--- config.mk ---
export PLATFORM = sky130hd
export DESIGN_NAME = vn_lut_pingpong_loader
export DESIGN_NICKNAME = d
export VERILOG_FILES = /design/src/rtl/vn_lut_pkg.sv /design/src/rtl/vn_lut_set_bank.sv /design/src/rtl/vn_lut_pingpong_loader.sv
export SDC_FILE = /design/constraint.sdc
export NUM_CORES = 1
export LEC_CHECK = 0
export CORE_ASPECT_RATIO = 2
export CORE_MARGIN = 2
export CORE_UTILIZATION = 50
export CTS_BUF_LIST = sky130_fd_sc_hd__clkbuf_8
export DETAILED_ROUTE_END_ITERATION = 8
export PLACE_DENSITY = 0.66
export SYNTH_ARGS = -nofsm -noshare
export SYNTH_HDL_FRONTEND = slang
export SYNTH_SLANG_ARGS = --single-unit
--- constraint.sdc ---
create_clock -name sys_clk -period 2.8 [get_ports sys_clk]
set_clock_uncertainty 0.15 [all_clocks]
set_input_delay 0.56 -clock sys_clk [delete_from_list [all_inputs] [get_ports sys_clk]]
set_output_delay 0.56 -clock sys_clk [all_outputs]
set_load 0.02 [all_outputs]
--- src/rtl/vn_lut_pkg.sv ---
// Shared definitions for the double-buffered variable-node IB-LUT:
// load FSM states, table set count and pointer-width helper.
package vn_lut_pkg;

    typedef enum logic [1:0] {
        ST_IDLE = 2'd0,
        ST_LOAD = 2'd1,
        ST_FULL = 2'd2
    } vn_lut_state_e;

    localparam int SET_NUM = 2;

    // Never returns 0, so a single-entry table still gets a 1-bit pointer.
    function automatic int ptr_width(input int depth);
        return (depth > 1) ? $clog2(depth) : 1;
    endfunction

endpackage

--- src/rtl/vn_lut_set_bank.sv ---
// One table replica: PAGE_NUM x MSG_BITWIDTH LUTRAM with a synchronous write
// port and an asynchronous read port that returns 0 for out-of-range addresses.
module vn_lut_set_bank #(
    parameter int MSG_BITWIDTH  = 3,
    parameter int PAGE_NUM      = 64,
    parameter int ADDR_BITWIDTH = 6,
    parameter int PTR_BITWIDTH  = 6
) (
    input  logic                     clk_i,
    input  logic                     wr_en_i,
    input  logic [PTR_BITWIDTH-1:0]  wr_addr_i,
    input  logic [MSG_BITWIDTH-1:0]  wr_data_i,
    input  logic [ADDR_BITWIDTH-1:0] rd_addr_i,
    output logic [MSG_BITWIDTH-1:0]  rd_data_o
);

    logic [MSG_BITWIDTH-1:0] mem_q [PAGE_NUM];
    logic [PTR_BITWIDTH-1:0] rd_idx;
    logic                    rd_in_range;

    assign rd_idx      = rd_addr_i[PTR_BITWIDTH-1:0];
    assign rd_in_range = (32'(rd_addr_i) < 32'(PAGE_NUM));

    always_ff @(posedge clk_i) begin
        if (wr_en_i) begin
            mem_q[wr_addr_i] <= wr_data_i;
        end
    end

    always_comb begin
        rd_data_o = '0;
        if (rd_in_range) begin
            rd_data_o = mem_q[rd_idx];
        end
    end

endmodule

--- src/rtl/vn_lut_pingpong_loader.sv ---
// Double-buffered VN IB-LUT: a new table streams into the shadow set while the
// read ports keep using the active set; a swap handshake then promotes it.
module vn_lut_pingpong_loader
    import vn_lut_pkg::*;
#(
    parameter int MSG_BITWIDTH  = 3,
    parameter int PAGE_NUM      = 64,
    parameter int ADDR_BITWIDTH = 6,
    parameter int RD_PORT_NUM   = 2,
    parameter int PTR_BITWIDTH  = ptr_width(PAGE_NUM)
) (
    input  logic                                 sys_clk,
    input  logic                                 rst,
    input  logic                                 load_start,
    input  logic                                 load_abort,
    input  logic                                 load_valid,
    input  logic [MSG_BITWIDTH-1:0]              load_data,
    output logic                                 load_ready,
    output logic                                 load_done,
    input  logic                                 swap_req,
    output logic                                 swap_ack,
    output logic                                 table_valid,
    input  logic [RD_PORT_NUM-1:0]               rd_en,
    input  logic [RD_PORT_NUM*ADDR_BITWIDTH-1:0] rd_addr,
    output logic [RD_PORT_NUM*MSG_BITWIDTH-1:0]  rd_data,
    output logic [RD_PORT_NUM-1:0]               rd_valid,
    output logic [1:0]                           dbg_state_o,
    output logic [PTR_BITWIDTH-1:0]              dbg_wr_ptr_o
);

    localparam logic [PTR_BITWIDTH-1:0] LAST_PTR = PTR_BITWIDTH'(PAGE_NUM - 1);

    // Handshake: a load entry is accepted on a cycle where load_valid and
    // load_ready are both high and load_abort is low; load_ready depends only
    // on the registered state, never on load_valid.
    vn_lut_state_e                   state_q, state_d;
    logic                            active_set_q, active_set_d;
    logic [PTR_BITWIDTH-1:0]         wr_ptr_q, wr_ptr_d;
    logic                            table_valid_q, table_valid_d;
    logic                            load_done_q, load_done_d;
    logic                            swap_ack_q, swap_ack_d;
    logic                            wr_fire;
    logic [RD_PORT_NUM-1:0]          rd_valid_q;
    logic [RD_PORT_NUM*MSG_BITWIDTH-1:0] rd_data_q, rd_data_d;
    logic [MSG_BITWIDTH-1:0]         bank_rd [SET_NUM][RD_PORT_NUM];

    always_ff @(posedge sys_clk) begin
        if (rst) begin
            state_q       <= ST_IDLE;
            active_set_q  <= 1'b0;
            wr_ptr_q      <= '0;
            table_valid_q <= 1'b0;
            load_done_q   <= 1'b0;
            swap_ack_q    <= 1'b0;
        end else begin
            state_q       <= state_d;
            active_set_q  <= active_set_d;
            wr_ptr_q      <= wr_ptr_d;
            table_valid_q <= table_valid_d;
            load_done_q   <= load_done_d;
            swap_ack_q    <= swap_ack_d;
        end
    end

    always_comb begin
        state_d       = state_q;
        active_set_d  = active_set_q;
        wr_ptr_d      = wr_ptr_q;
        table_valid_d = table_valid_q;
        load_done_d   = 1'b0;
        swap_ack_d    = 1'b0;
        wr_fire       = 1'b0;
        case (state_q)
            ST_IDLE: begin
                if (load_start) begin
                    state_d  = ST_LOAD;
                    wr_ptr_d = '0;
                end
            end
            ST_LOAD: begin
                // Abort takes priority, so a same-cycle entry is dropped.
                if (load_abort) begin
                    state_d  = ST_IDLE;
                    wr_ptr_d = '0;
                end else if (load_valid) begin
                    wr_fire = 1'b1;
                    if (wr_ptr_q == LAST_PTR) begin
                        state_d     = ST_FULL;
                        wr_ptr_d    = '0;
                        load_done_d = 1'b1;
                    end else begin
                        wr_ptr_d = wr_ptr_q + 1'b1;
                    end
                end
            end
            ST_FULL: begin
                if (swap_req) begin
                    state_d       = ST_IDLE;
                    active_set_d  = ~active_set_q;
                    table_valid_d = 1'b1;
                    swap_ack_d    = 1'b1;
                end else if (load_start) begin
                    state_d  = ST_LOAD;
                    wr_ptr_d = '0;
                end
            end
            default: begin
                state_d = ST_IDLE;
            end
        endcase
    end

    // Every write lands in all replicas of the set that is not active.
    for (genvar s = 0; s < SET_NUM; s++) begin : g_set
        for (genvar p = 0; p < RD_PORT_NUM; p++) begin : g_port
            vn_lut_set_bank #(
                .MSG_BITWIDTH (MSG_BITWIDTH),
                .PAGE_NUM     (PAGE_NUM),
                .ADDR_BITWIDTH(ADDR_BITWIDTH),
                .PTR_BITWIDTH (PTR_BITWIDTH)
            ) u_bank (
                .clk_i    (sys_clk),
                .wr_en_i  (wr_fire & ((s == 0) ? active_set_q : ~active_set_q)),
                .wr_addr_i(wr_ptr_q),
                .wr_data_i(load_data),
                .rd_addr_i(rd_addr[p*ADDR_BITWIDTH +: ADDR_BITWIDTH]),
                .rd_data_o(bank_rd[s][p])
            );
        end
    end

    always_comb begin
        rd_data_d = rd_data_q;
        for (int p = 0; p < RD_PORT_NUM; p++) begin
            if (rd_en[p]) begin
                rd_data_d[p*MSG_BITWIDTH +: MSG_BITWIDTH] = bank_rd[active_set_q][p];
            end
        end
    end

    always_ff @(posedge sys_clk) begin
        if (rst) begin
            rd_valid_q <= '0;
            rd_data_q  <= '0;
        end else begin
            rd_valid_q <= rd_en;
            rd_data_q  <= rd_data_d;
        end
    end

    assign load_ready   = (state_q == ST_LOAD);
    assign load_done    = load_done_q;
    assign swap_ack     = swap_ack_q;
    assign table_valid  = table_valid_q;
    assign rd_data      = rd_data_q;
    assign rd_valid     = rd_valid_q;
    assign dbg_state_o  = state_q;
    assign dbg_wr_ptr_o = wr_ptr_q;

endmodule
======== After elaboration in Yosys (flattened, before gate mapping) ========
Memory sizes are Yosys's and may differ from the RTL's.
Cells that the tools add are included.
word-level totals
  register bits ........................... 20
  bits in writable memories ............... 768
  output and inout bits ................... 20
  word-level logic and storage cells ...... 59
  memories ................................ 4
operators by class
  add/sub/neg operators ................... 1
  magnitude comparators ................... 1
  equality and inequality tests ........... 6
  mux-type cells .......................... 24
  bitwise logic cells ..................... 7
  reduce and logical (&&, ||, !) cells .... 7
memory list
  memory                           words  width  rd ports  clocked after Yosys merged registers in  write ports  RTL line               source
  g_set[0].g_port[0].u_bank.mem_q  64     3      1         0                                        1            vn_lut_set_bank.sv:17  logic [MSG_BITWIDTH-1:0] mem_q [PAGE_NUM];
  g_set[0].g_port[1].u_bank.mem_q  64     3      1         0                                        1            vn_lut_set_bank.sv:17
  g_set[1].g_port[0].u_bank.mem_q  64     3      1         0                                        1            vn_lut_set_bank.sv:17
  g_set[1].g_port[1].u_bank.mem_q  64     3      1         0                                        1            vn_lut_set_bank.sv:17
operators by type and width
  cell                   count
  $mux W6                8
  $pmux W6 S3            1
  $mux W2                5
  $mux W1                9
  $add A6 B1 Y6 const B  1
  $eq A6 B6 Y1 const B   1
  $pmux W2 S3            1
  $not A1 Y1             4
  $reduce_and A2 Y1      2
  $reduce_or A4 Y1       1
  $ne A3 B2 Y1 const B   1
  $ne A3 B3 Y1 const B   1
  $reduce_and A3 Y1      1
  $reduce_bool A3 Y1     1
  $and A1 B1 Y1          2
  $eq A2 B1 Y1 const B   1
  $eq A2 B2 Y1 const B   1
  $ge A2 B2 Y1 const B   1
  $logic_not A2 Y1       1
  $ne A2 B2 Y1 const B   1
  $not A1 Y2             1
  $reduce_or A2 Y1       1

======== Longest topological paths before layout ========
  depth after elaboration ................. 6
  depth in mapped cells ................... 11

======== Cells and area by module ========
A second synthesis with hierarchy kept.
unflattened totals
  cells, all modules ...................... 1777
  area total of the unflattened synthesis .. 32090.8 sq um
modules (own cells, without submodules)
  module                  instances  cells each  area each (sq um)  seq. area each (sq um)
  vn_lut_set_bank         4          420         7803.7             5765.5
  vn_lut_pingpong_loader  1          97          875.8              400.4

======== Worst setup path before layout ========
No wires, ideal clock.
  path kind ............................... reg2reg
  from .................................... reg state_q[0], in the netlist dbg_state_o[0]
  to ...................................... mem g_set[0].g_port[1].u_bank.mem_q[48][0] (enable)
  library setup time ...................... 0.319 ns
  arrival ................................. 2.266 ns
  data required time ...................... 2.331 ns
  path slack .............................. 0.065 ns
  stages on the path, launching flop included .. 9
  period minus slack after synthesis ...... 2.735 ns
  cell sequence ........................... dfxtp_1 > buf_2 > nor2b_1 > and2b_1 > nand2_2 > nor2_2 > or4b_1 > buf_2 > nor2_1
on the way
  cells in the longest elaborated chain, start to end .. 5
RTL lines
  what                           RTL line                       source
  from (decl)                    vn_lut_pingpong_loader.sv:36   vn_lut_state_e state_q, state_d;
  from (signal assigned)         vn_lut_pingpong_loader.sv:56   state_q <= state_d;
  $eq A2 B1 Y1                   n/a
  net load_ready                 vn_lut_pingpong_loader.sv:18   output logic load_ready,
  $mux W1                        vn_lut_pingpong_loader.sv:73   case (state_q)
  $and A1 B1 Y1                  vn_lut_pingpong_loader.sv:123  .wr_en_i (wr_fire & ((s == 0) ? active_set_q : ~active_set_q)),
  $mux W1                        vn_lut_set_bank.sv:25          if (wr_en_i) begin
  $mux W1 (implied by the code)  vn_lut_set_bank.sv:26          mem_q[wr_addr_i] <= wr_data_i;
  to (decl)                      vn_lut_set_bank.sv:17
The timed path passes the listed nets, and every way through them passes these cells.

======== Final worst setup path ========
  from .................................... reg state_q[0], in the netlist dbg_state_o[0]
  to ...................................... out load_ready
on the way
  cells in the longest elaborated chain, start to end .. 1
RTL lines
  what          RTL line                       source
  $eq A2 B1 Y1  vn_lut_pingpong_loader.sv:151  assign load_ready = (state_q == ST_LOAD);
  to (decl)     vn_lut_pingpong_loader.sv:18
No other way between the ends.

==> flow_summary.yaml <==
floorplan:
  rows: 103
  io_pins: 43
  die_area_mm2: 0.0418
  core-area_mm2: 0.0394
  die_h_um: 287
  initial_core_util: 0.508
  dieWidth_um: 146
run_status:
  status: "finished, final reports clean"
critical_path:
  path_class: "register to output pin"
  end_kind: "output pin"
  startpoint_type: "register"
  rr_worst_depth: 7
  crit_arrival_ns: 1.99
  worst_ep_required_time_ns: 2.09
  crit_path_max_fanout: 10
global_route:
  grt_pass1_vias: 12944
  grt_overflow: 0
  grt_max_degree: 129
  track_usage: 0.269
  antenna_found_initial: 2
  grt_pass1_wl_mm: 81.0
timing:
  rsz0062_at_grt: "no"
  fin_crit_sh: 0.964
  fin_crit_ns: 2.70
  setup_viol: 0
  worst_pin_slew_ns: 0.788
  maxSlewHeadroom: 0.475
  max_freq_ghz: 0.371
  hold_violations: 0
  setup_tns_ns: 0
  slew_violations: 0
logic_synthesis:
  yosys_warnings: 0
  yosysTopAreaCellShare: 0.576
  syn_nets: 1262
  yosysTopAreaCell: "edfxtp_1"
  ys.flop_type: "edfxtp_1"
  synth_area_mm2: 0.0200
  synth-edff-count: 384
  synth_cell_types: 52
  postSynthAreaPerCell_um2: 16.2
  syn_inst: 1238
  async_flop_share: 0
  synthMostInstantiatedCell: "edfxtp_1"
  ys_ff_latch: 404
  netlist_top_cells_area: "edfxtp_1 58%, mux4_2 17%, mux2i_1 5.9%"
  synth_seq_area_share: 0.596
  synth_common_cells: "384 x edfxtp_1, 172 x nor2_1, 154 x mux4_2"
power:
  peakVddDrop_mv: 0.358
  p_per_area_mw_per_mm2: 552
  leakage_uw: 0.00767
run:
  cap_violations: 0
route:
  wl_mm: 55.7
  vias_per_cell: 6.31
  drt_pass1_iterations: 5
  wl_per_cell_um: 28.6
  vias: 12270
  drt_first_iter_violations: 908
  ant_nets: 0
  drc: 0
clocking:
  cts_buffers: 56
  cts_tree: "yes"
  clkLatencyLatePin_ns: 0.65
  root_buffer: "clkbuf_8"
  path_clk_slew_ns: 0.07
  cts_repair_resize_count: 0
  htreeDepth: 2
  cts.sinks: 404
  ctsHoldBuffers: 0
  cts.path.max_buffers: 3
  post_cts_buffers: 0
layout:
  final_cells: 1945
  nets: 1398
  final_area_mm2: 0.0228
  drive_gt1_frac: 0.268
  syn2layout_area_growth_pct: 14.1
placement:
  gp_congestion: 0.914
  placed_cells: 1841
  dp_hpwl_mm: 39.2
  placed_area_mm2: 0.0217
  port_buffers: 42
worst_hold_path:
  holdCritPathClass: "primary input to register"
  hold_depth: 1
worst paths after layout:
check                 startpoint                                endpoint  slack (ns)
hold reg to reg      table_valid                             table_valid        0.30
setup reg to reg  dbg_state_o[0]  g_set[0].g_port[1].u_bank.mem_q[24][1]        0.24
setup / recovery  dbg_state_o[0]                              load_ready        0.10
hold / removal      load_data[0]  g_set[0].g_port[1].u_bank.mem_q[36][0]        0.24
critical path: stages, from the launching register on:
cell and delay [ns]:
dfxtp_1 0.50, nor2b_1 0.22, clkdlybuf4s50_1 0.63
flip-flops by register name (all words and copies together) (netlist names):
register / cells
active_set_q: 1
rd_valid: 2
table_valid: 1
g_set.g_port.u_bank.mem_q: 384
swap_ack: 1
dbg_wr_ptr_o: 6
rd_data: 6
load_done: 1
dbg_state_o: 2
where the power goes:
part	leakage (uW)	switching [uW]	internal (uW)
Clock	0.000651	2260	2540
Combinational	0.00340	646	511
Sequential	0.00361	19.0	6620
Total	0.00767	2930	9680
layout make-up:
cell class	count	area, um2
fillers	3116	16600
flip-flops and latches	404	11900
multi-input cells	740	7420
repair buffers	169	1650
clock buffers	60	826
well taps	525	657
clock inverters	43	349
inverters	3	11.3
diodes	1	2.50
cells by family after synthesis:
| family | share of synthesized area |
|---|---|
| AO/OA/AOI/OAI | 0.0351 |
| XOR/XNOR | 0.00262 |
| adder cells (fa/ha/maj) | 0.000625 |
| buffers and inverters | 0.0337 |
| flip-flops | 0.596 |
| multiplexers | 0.251 |
| AND/OR/NAND/NOR | 0.0811 |
layout by cell type (no fill, tap or decap), types with 5 or more instances in the layout:
master / n
a31oi_1: 8
mux4_2: 154
clkbuf_8: 60
nand3b_1: 11
clkinv_1: 8
a22oi_1: 14
edfxtp_1: 384
a32oi_1: 6
nand2b_1: 13
nor2_1: 172
o32ai_1: 6
inv_1: 17
buf_12: 25
o21ai_0: 11
a21oi_1: 12
bufinv_16: 6
a41oi_1: 6
nor2b_1: 43
nand2_1: 49
dfxtp_1: 20
clkdlybuf4s50_1: 31
mux2i_1: 119
clkinv_2: 11
nand3_1: 12
o221ai_1: 6
mux4_1: 14
xnor2_1: 5
buf_4: 109
a211oi_1: 12
nor3_1: 14
o21ai_1: 6
and2_1: 7
metrics by stage:
stage / total power (uW) / hold WS, ns / setup WS (ns) / util
6_report: 12600 / 0.244 / 0.102 / 0.579
2_1_floorplan: 7460 / 0.372 / 0.0653 / -
3_3_place_gp: 7910 / 0.296 / -0.242 / 0.549
4_1_cts: 12700 / 0.239 / 0.0776 / 0.579
5_1_grt: 13000 / 0.254 / 0.0240 / 0.579
3_5_place_dp: 7920 / 0.295 / -0.258 / 0.549
routing by layer:
| metal | GRT usage | part of all wire | up-vias |
|---|---|---|---|
| met5 | 0 | 0.00023 | - |
| met1 | 0.272 | 0.32 | 6289 |
| met3 | 0.0337 | 0.053 | 196 |
| met4 | 0.182 | 0.076 | 2 |
| met2 | 0.509 | 0.55 | 530 |
| li1 | - | - | 5253 |
Note: power is estimated with default switching activity, not from simulation.
